<file path="src/rtl/uart_tx_fifo_pkg.sv">
// Shared constants, state encoding and status-word helper for the buffered UART transmitter.
package uart_tx_fifo_pkg;

  localparam int UART_PARITY_NONE = 0;
  localparam int UART_PARITY_EVEN = 1;
  localparam int UART_PARITY_ODD  = 2;

  localparam logic [31:0] UART_STATUS_ADDR = 32'h0000_1004;

  typedef enum logic [2:0] {
    UART_ST_IDLE   = 3'd0,
    UART_ST_START  = 3'd1,
    UART_ST_DATA   = 3'd2,
    UART_ST_PARITY = 3'd3,
    UART_ST_STOP   = 3'd4
  } uartState_e;

  // Word returned to loads from UART_STATUS_ADDR.
  function automatic logic [31:0] uartStatusWord(input logic ovfIn, input logic busyIn,
                                                 input logic fullIn, input logic emptyIn,
                                                 input logic [7:0] lvlIn);
    return {20'd0, ovfIn, busyIn, fullIn, emptyIn, lvlIn};
  endfunction

endpackage

</file>
<file path="src/rtl/uart_tx_fifo_sync_fifo.sv">
// Show-ahead synchronous FIFO with registered level/full/empty; pushes while full are ignored.
module sync_fifo #(
  parameter int WIDTH = 8,
  parameter int DEPTH = 16
) (
  input  logic                     clk,
  input  logic                     rstd,
  input  logic                     push,
  input  logic [WIDTH-1:0]         push_data,
  input  logic                     pop,
  output logic [WIDTH-1:0]         pop_data,
  output logic [$clog2(DEPTH):0]   level,
  output logic                     full,
  output logic                     empty
);

  localparam int AW = $clog2(DEPTH);
  localparam int LW = AW + 1;

  logic [WIDTH-1:0] mem_q [DEPTH];
  logic [AW-1:0]    wrPtr_q, rdPtr_q;
  logic [LW-1:0]    level_q, level_d;
  logic             full_q, empty_q;
  logic             pushOk, popOk;

  assign pushOk  = push && !full_q;
  assign popOk   = pop && !empty_q;
  assign level_d = level_q + LW'(pushOk) - LW'(popOk);

  always_ff @(posedge clk) begin
    if (pushOk) begin
      mem_q[wrPtr_q] <= push_data;
    end
  end

  // Pointers wrap naturally because DEPTH is a power of two.
  always_ff @(posedge clk or negedge rstd) begin
    if (!rstd) begin
      wrPtr_q <= '0;
      rdPtr_q <= '0;
      level_q <= '0;
      full_q  <= 1'b0;
      empty_q <= 1'b1;
    end else begin
      if (pushOk) wrPtr_q <= wrPtr_q + AW'(1);
      if (popOk)  rdPtr_q <= rdPtr_q + AW'(1);
      level_q <= level_d;
      full_q  <= (level_d == LW'(DEPTH));
      empty_q <= (level_d == '0);
    end
  end

  assign pop_data = mem_q[rdPtr_q];
  assign level    = level_q;
  assign full     = full_q;
  assign empty    = empty_q;

endmodule

</file>
<file path="src/rtl/uart_tx_fifo.sv">
// Buffered UART transmitter: a FIFO feeds a frame FSM that serialises start, data, parity and stop bits.
module uart_tx_fifo
  import uart_tx_fifo_pkg::*;
#(
  parameter int CLKS_PER_BIT = 868,
  parameter int FIFO_DEPTH   = 16,
  parameter int DATA_BITS    = 8,
  parameter int PARITY       = UART_PARITY_NONE,
  parameter int STOP_BITS    = 1
) (
  input  logic                          clk,
  input  logic                          rstd,
  input  logic                          wr_en,
  input  logic [DATA_BITS-1:0]          wr_data,
  input  logic                          ovf_clr,
  output logic                          full,
  output logic                          empty,
  output logic [$clog2(FIFO_DEPTH):0]   level,
  output logic                          busy,
  output logic                          overflow,
  output logic                          uart_tx
);

  localparam int TW = $clog2(CLKS_PER_BIT);
  localparam int IW = $clog2(DATA_BITS);
  localparam logic [TW-1:0] BIT_LOAD = TW'(CLKS_PER_BIT - 1);

  if (CLKS_PER_BIT < 2) begin : g_badClks
    $error("uart_tx_fifo: CLKS_PER_BIT must be >= 2");
  end
  if (FIFO_DEPTH < 2 || (FIFO_DEPTH & (FIFO_DEPTH - 1)) != 0) begin : g_badDepth
    $error("uart_tx_fifo: FIFO_DEPTH must be a power of two >= 2");
  end
  if (DATA_BITS < 5 || DATA_BITS > 9) begin : g_badData
    $error("uart_tx_fifo: DATA_BITS must be in 5..9");
  end
  if (PARITY < 0 || PARITY > 2) begin : g_badParity
    $error("uart_tx_fifo: PARITY must be 0, 1 or 2");
  end
  if (STOP_BITS < 1 || STOP_BITS > 2) begin : g_badStop
    $error("uart_tx_fifo: STOP_BITS must be 1 or 2");
  end

  logic                 fifoPop, fifoFull, fifoEmpty;
  logic [DATA_BITS-1:0] fifoData;

  sync_fifo #(
    .WIDTH(DATA_BITS),
    .DEPTH(FIFO_DEPTH)
  ) uFifo (
    .clk       (clk),
    .rstd      (rstd),
    .push      (wr_en),
    .push_data (wr_data),
    .pop       (fifoPop),
    .pop_data  (fifoData),
    .level     (level),
    .full      (fifoFull),
    .empty     (fifoEmpty)
  );

  assign full  = fifoFull;
  assign empty = fifoEmpty;

  // Set wins over clear so a drop in the same cycle as ovf_clr is never lost.
  logic ovf_q;
  always_ff @(posedge clk or negedge rstd) begin
    if (!rstd) ovf_q <= 1'b0;
    else       ovf_q <= (ovf_q && !ovf_clr) || (wr_en && fifoFull);
  end
  assign overflow = ovf_q;

  uartState_e           state_q, state_d;
  logic [TW-1:0]        timer_q, timer_d;
  logic [IW-1:0]        bitIdx_q, bitIdx_d;
  logic [DATA_BITS-1:0] shift_q, shift_d;
  logic                 parity_q, parity_d;
  logic                 stopIdx_q, stopIdx_d;
  logic                 tx_q, tx_d;
  logic                 bitDone;

  assign bitDone = (timer_q == '0);

  always_ff @(posedge clk or negedge rstd) begin
    if (!rstd) begin
      state_q   <= UART_ST_IDLE;
      timer_q   <= '0;
      bitIdx_q  <= '0;
      shift_q   <= '0;
      parity_q  <= 1'b0;
      stopIdx_q <= 1'b0;
      tx_q      <= 1'b1;
    end else begin
      state_q   <= state_d;
      timer_q   <= timer_d;
      bitIdx_q  <= bitIdx_d;
      shift_q   <= shift_d;
      parity_q  <= parity_d;
      stopIdx_q <= stopIdx_d;
      tx_q      <= tx_d;
    end
  end

  always_comb begin
    state_d   = state_q;
    timer_d   = timer_q;
    bitIdx_d  = bitIdx_q;
    shift_d   = shift_q;
    parity_d  = parity_q;
    stopIdx_d = stopIdx_q;
    fifoPop   = 1'b0;
    if (state_q != UART_ST_IDLE && !bitDone) begin
      timer_d = timer_q - TW'(1);
    end
    unique case (state_q)
      UART_ST_IDLE: begin
        if (!fifoEmpty) begin
          fifoPop  = 1'b1;
          shift_d  = fifoData;
          parity_d = ^fifoData;
          timer_d  = BIT_LOAD;
          state_d  = UART_ST_START;
        end
      end
      UART_ST_START: begin
        if (bitDone) begin
          bitIdx_d = '0;
          timer_d  = BIT_LOAD;
          state_d  = UART_ST_DATA;
        end
      end
      UART_ST_DATA: begin
        if (bitDone) begin
          timer_d = BIT_LOAD;
          if (bitIdx_q == IW'(DATA_BITS - 1)) begin
            stopIdx_d = 1'b0;
            state_d   = (PARITY != UART_PARITY_NONE) ? UART_ST_PARITY : UART_ST_STOP;
          end else begin
            bitIdx_d = bitIdx_q + IW'(1);
            shift_d  = shift_q >> 1;
          end
        end
      end
      UART_ST_PARITY: begin
        if (bitDone) begin
          stopIdx_d = 1'b0;
          timer_d   = BIT_LOAD;
          state_d   = UART_ST_STOP;
        end
      end
      UART_ST_STOP: begin
        if (bitDone) begin
          timer_d = BIT_LOAD;
          if (stopIdx_q == 1'(STOP_BITS - 1)) begin
            if (!fifoEmpty) begin
              fifoPop  = 1'b1;
              shift_d  = fifoData;
              parity_d = ^fifoData;
              state_d  = UART_ST_START;
            end else begin
              state_d  = UART_ST_IDLE;
            end
          end else begin
            stopIdx_d = 1'b1;
          end
        end
      end
      default: state_d = UART_ST_IDLE;
    endcase
  end

  // Line level is decided from the upcoming state and registered so the pin never glitches.
  always_comb begin
    tx_d = 1'b1;
    busy = (state_q != UART_ST_IDLE);
    unique case (state_d)
      UART_ST_START:  tx_d = 1'b0;
      UART_ST_DATA:   tx_d = shift_d[0];
      UART_ST_PARITY: tx_d = (PARITY == UART_PARITY_ODD) ? ~parity_d : parity_d;
      default:        tx_d = 1'b1;
    endcase
  end

  assign uart_tx = tx_q;

endmodule

</file>
<file path="config.mk">
export PLATFORM = sky130hd
export DESIGN_NAME = uart_tx_fifo
export DESIGN_NICKNAME = d
export VERILOG_FILES = /design/src/rtl/uart_tx_fifo_pkg.sv /design/src/rtl/uart_tx_fifo_sync_fifo.sv /design/src/rtl/uart_tx_fifo.sv
export SDC_FILE = /design/constraint.sdc
export NUM_CORES = 1
export LEC_CHECK = 0
export CAP_MARGIN = 20
export CORE_MARGIN = 10
export CORE_UTILIZATION = 60
export DETAILED_ROUTE_END_ITERATION = 7
export PLACE_DENSITY_LB_ADDON = 0.1
export SLEW_MARGIN = 0
export SYNTH_ARGS = -nofsm -noshare
export SYNTH_HDL_FRONTEND = slang
export SYNTH_SLANG_ARGS = --single-unit
</file>
<file path="constraint.sdc">
create_clock -name clk -period 6.7 [get_ports clk]
set_input_delay 1.005 -clock clk [delete_from_list [all_inputs] [get_ports clk]]
set_output_delay 1.005 -clock clk [all_outputs]
set_load 0.02 [all_outputs]
</file>
==> reports/metrics.yaml <==
run_status:
  status: "finished, final reports clean"
route:
  ant_nets: 0
  drt_iter0_drc: 360
  drt_pass1_iterations: 5
  route.detailed.drc: 0
  viasPerCell: 6.09
  detail_route.wl_per_cell_um: 21.7
  drt-total-wl_um: 13300
  dr_total_vias: 3739
cts:
  post_cts_resized: 0
  cts_root_buffer: "clkbuf_16"
  clockBufferDepth: 2
  htree_levels: 4
  clock-sinks: 170
  clk_latency_ns: 0.43
  cts_tree: "built"
  postCtsSetupRepairBufs: 0
  clk_pin_slew_worst_paths_ns: 0.06
  cts_buffers: 17
  ctsHoldBuffers: 0
critical_path:
  r2r_end: "uFifo.full"
  critPathMaxStageDelay_ns: 0.48
  criticalPathCategory: "flip-flop to flip-flop"
  arrival_ns: 3.82
  cpMaxStageDelayCell: "and2_1"
  reg2reg_depth: 12
  required_ns: 7.07
  r2r-start: "timer_q[7]"
  crit_fanout: 15
  endpoint: "uFifo.full"
  crit_start: "timer_q[7]"
  worstSetupStartpointType: "flip-flop"
  crit_chain: "nor4_1, nand3_1, nand2_1, and2_1, ha_1, inv_1, ha_1, fa_1, a21o_1, a21oi_1, xnor2_1, and2_1"
  rrSetupSlack_ns: 3.25
  crit_path_end_kind: "flip-flop"
synthesis:
  async_reset_ff_share_pct: 24.7
  syn_inst: 434
  synth_fp_nets: 460
  synth_area_um2: 7090
  synth_area_per_cell_um2: 16.3
  synth_most_common_cell: "edfxtp_1"
  synth_edf_count: 128
  ys_seq_elements: 170
  yosysSeqAreaShare_pct: 69.0
  ys_warn_count: 0
  synthFlopType: "edfxtp_1"
  synth_top_area_share_pct: 54.2
  synth_area_leaders: "edfxtp_1 (54%), dfrtp_1 (14%), mux4_2 (6.7%)"
  synthTopCellsByCount: "edfxtp_1 (128), dfrtp_1 (40), nand2_1 (33)"
  yosysTopAreaCell: "edfxtp_1"
  yosysUniqueCellTypes: 45
global_routing:
  grt.total_usage_pct: 17.4
  first_global_vias: 3740
  antenna_found_initial: 0
  grt_pass1_wl_um: 21000
  grt-ovfl-total: 0
  grt_max_degree: 43
sta:
  setup_viol: 0
  slew_viol_final: 0
  max_freq_mhz: 290
  final.setup.tns_ns: 0
  clock_skew_ns: 0.0100
  fin_crit_sh_pct: 51.5
  holdWs_ns: 0.498
  worstMarginPinSlew_ns: 1.07
  grt_setup_unrepaired: "no"
  hold_viol_final: 0
  min_period_ns: 3.45
  relSlewSlack_pct: 28.2
power:
  p_sw_uw: 960
  internal-power_uw: 2370
  powerDensity_nw_per_um2: 417
  swShare_pct: 28.8
  p_clk_share_pct: 30.1
  p_seq_share_pct: 43.8
  p_leak_uw: 0.00287
  power_frac_comb_pct: 26.0
  irDropWorstVdd_mv: 0.254
cells_and_area:
  nets: 484
  seq_area_um2: 4900
  multi_input_area_um2: 1980
  area_delta_synth_final_pct: 12.4
  utilization_pct: 69.2
  drive_gt1_share_pct: 13.2
  fill_cells: 747
  diodes: 0
  final_cells: 614
placed_design:
  routabilityCongestion: 0.837
  dp_hpwl_um: 8470
  port_buffers: 21
  dp_cells: 580
floorplanning:
  io_pins: 22
  dieArea_um2: 16600
  die_width_um: 129
  die_y_um: 129
  rows: 39
  core_um2: 11500
  start_util_pct: 61.6
run:
  cap_violations: 0
hold_path:
  hold_path_class: "flip-flop to flip-flop"
-- state kept, by name (all words and copies together), names as in the netlist, 3 cells and up --
| signal | count |
|---|---|
| state_q | 3 |
| uFifo.rdPtr_q | 4 |
| timer_q | 10 |
| uFifo.level | 5 |
| shift_q | 8 |
| uFifo.mem_q | 128 |
| uFifo.wrPtr_q | 4 |
| bitIdx_q | 3 |
-- area by class of cell --
type                    count  area share [%]
clock inverters            13            2.21
clock buffers              19            5.43
multi-input cells         223            24.8
well taps                 143            2.24
repair buffers             24            2.82
flip-flops and latches    170            61.4
inverters                  22            1.04
-- through the flow --
step           cell area [µm²]  power (µW)  worst slack (ns)
3_5_place_dp              7350        2360              3.08
4_1_cts                   7960        3360              3.23
2_1_floorplan             7090        2130              3.65
3_3_place_gp              7350        2330              3.17
5_1_grt                   7970        3500              2.85
6_report                  7970        3330              3.25
-- layout by cell type, fill, tap and decap left out, types with 2 or more instances in the layout --
cell type	instances
a21o_1	2
a21oi_1	12
a222oi_1	6
a22oi_1	17
and2_1	4
and3_1	2
buf_2	2
bufinv_16	4
clkbuf_1	2
clkbuf_16	17
clkdlybuf4s50_1	20
clkinv_2	4
clkinv_4	2
clkinvlp_4	2
dfrtp_1	38
dfrtp_2	2
dfstp_2	2
edfxtp_1	128
ha_1	13
inv_1	22
mux4_1	11
mux4_2	21
nand2_1	33
nand2b_1	2
nand3_1	4
nand4_1	2
nor2_1	29
nor2b_1	6
nor3_1	8
nor4_1	3
o21ai_0	10
or2_2	2
or3_1	2
xnor2_1	19
xor2_1	3
-- kinds of logic (layout without fill, tap and decap cells) --
| family | count (synthesis) | after routing | share of synthesized area, % |
|---|---|---|---|
| buf+inv | 41 | 78 | 3.09 |
| xor+xnor | 22 | 22 | 2.72 |
| mux | 33 | 33 | 10.9 |
| flops | 170 | 170 | 69.0 |
| compound gates | 55 | 55 | 5.31 |
| fa+ha+maj | 14 | 14 | 2.58 |
| simple gates | 99 | 99 | 6.38 |
-- worst max-delay path, delay by kind of cell (launching register included) --
kind                     cells  cell delay [ns]
buffers and inverters        1             0.04
XOR/XNOR                     1             0.17
flip-flops                   1             0.41
AO/OA/AOI/OAI                2             0.34
AND/OR/NAND/NOR              5             1.61
adder cells (fa/ha/maj)      3             0.82
-- power groups by stage --
stage | Sequential, µW | Combinational [µW] | Clock, µW
final | 1460 | 867 | 1000
after global routing | 1480 | 959 | 1060
after CTS | 1460 | 881 | 1020
after detailed placement | 1480 | 879 | 0
after global placement | 1470 | 863 | 0
after floorplan | 1440 | 686 | 0
-- worst min-delay path by stage --
stage                from    endpoint  slack [ns]  cells past startpoint
3_5_place_dp   shift_q[7]  shift_q[6]        0.48                      2
6_report       shift_q[3]  shift_q[2]        0.50                      2
3_3_place_gp   shift_q[3]  shift_q[2]        0.47                      2
2_1_floorplan  shift_q[0]  shift_q[0]        0.45                      2
4_1_cts        shift_q[7]  shift_q[6]        0.50                      2
5_1_grt        shift_q[4]  shift_q[3]        0.52                      2
-- per-layer routing --
metal	global-route usage (%)	share of wire, %	up-vias
met5	0	0	-
met2	27.1	50	107
met1	22.0	43	1903
met3	5.42	5.0	19
met4	7.83	2.3	0
li1	-	-	1710
(Power assumes the default switching activity.)
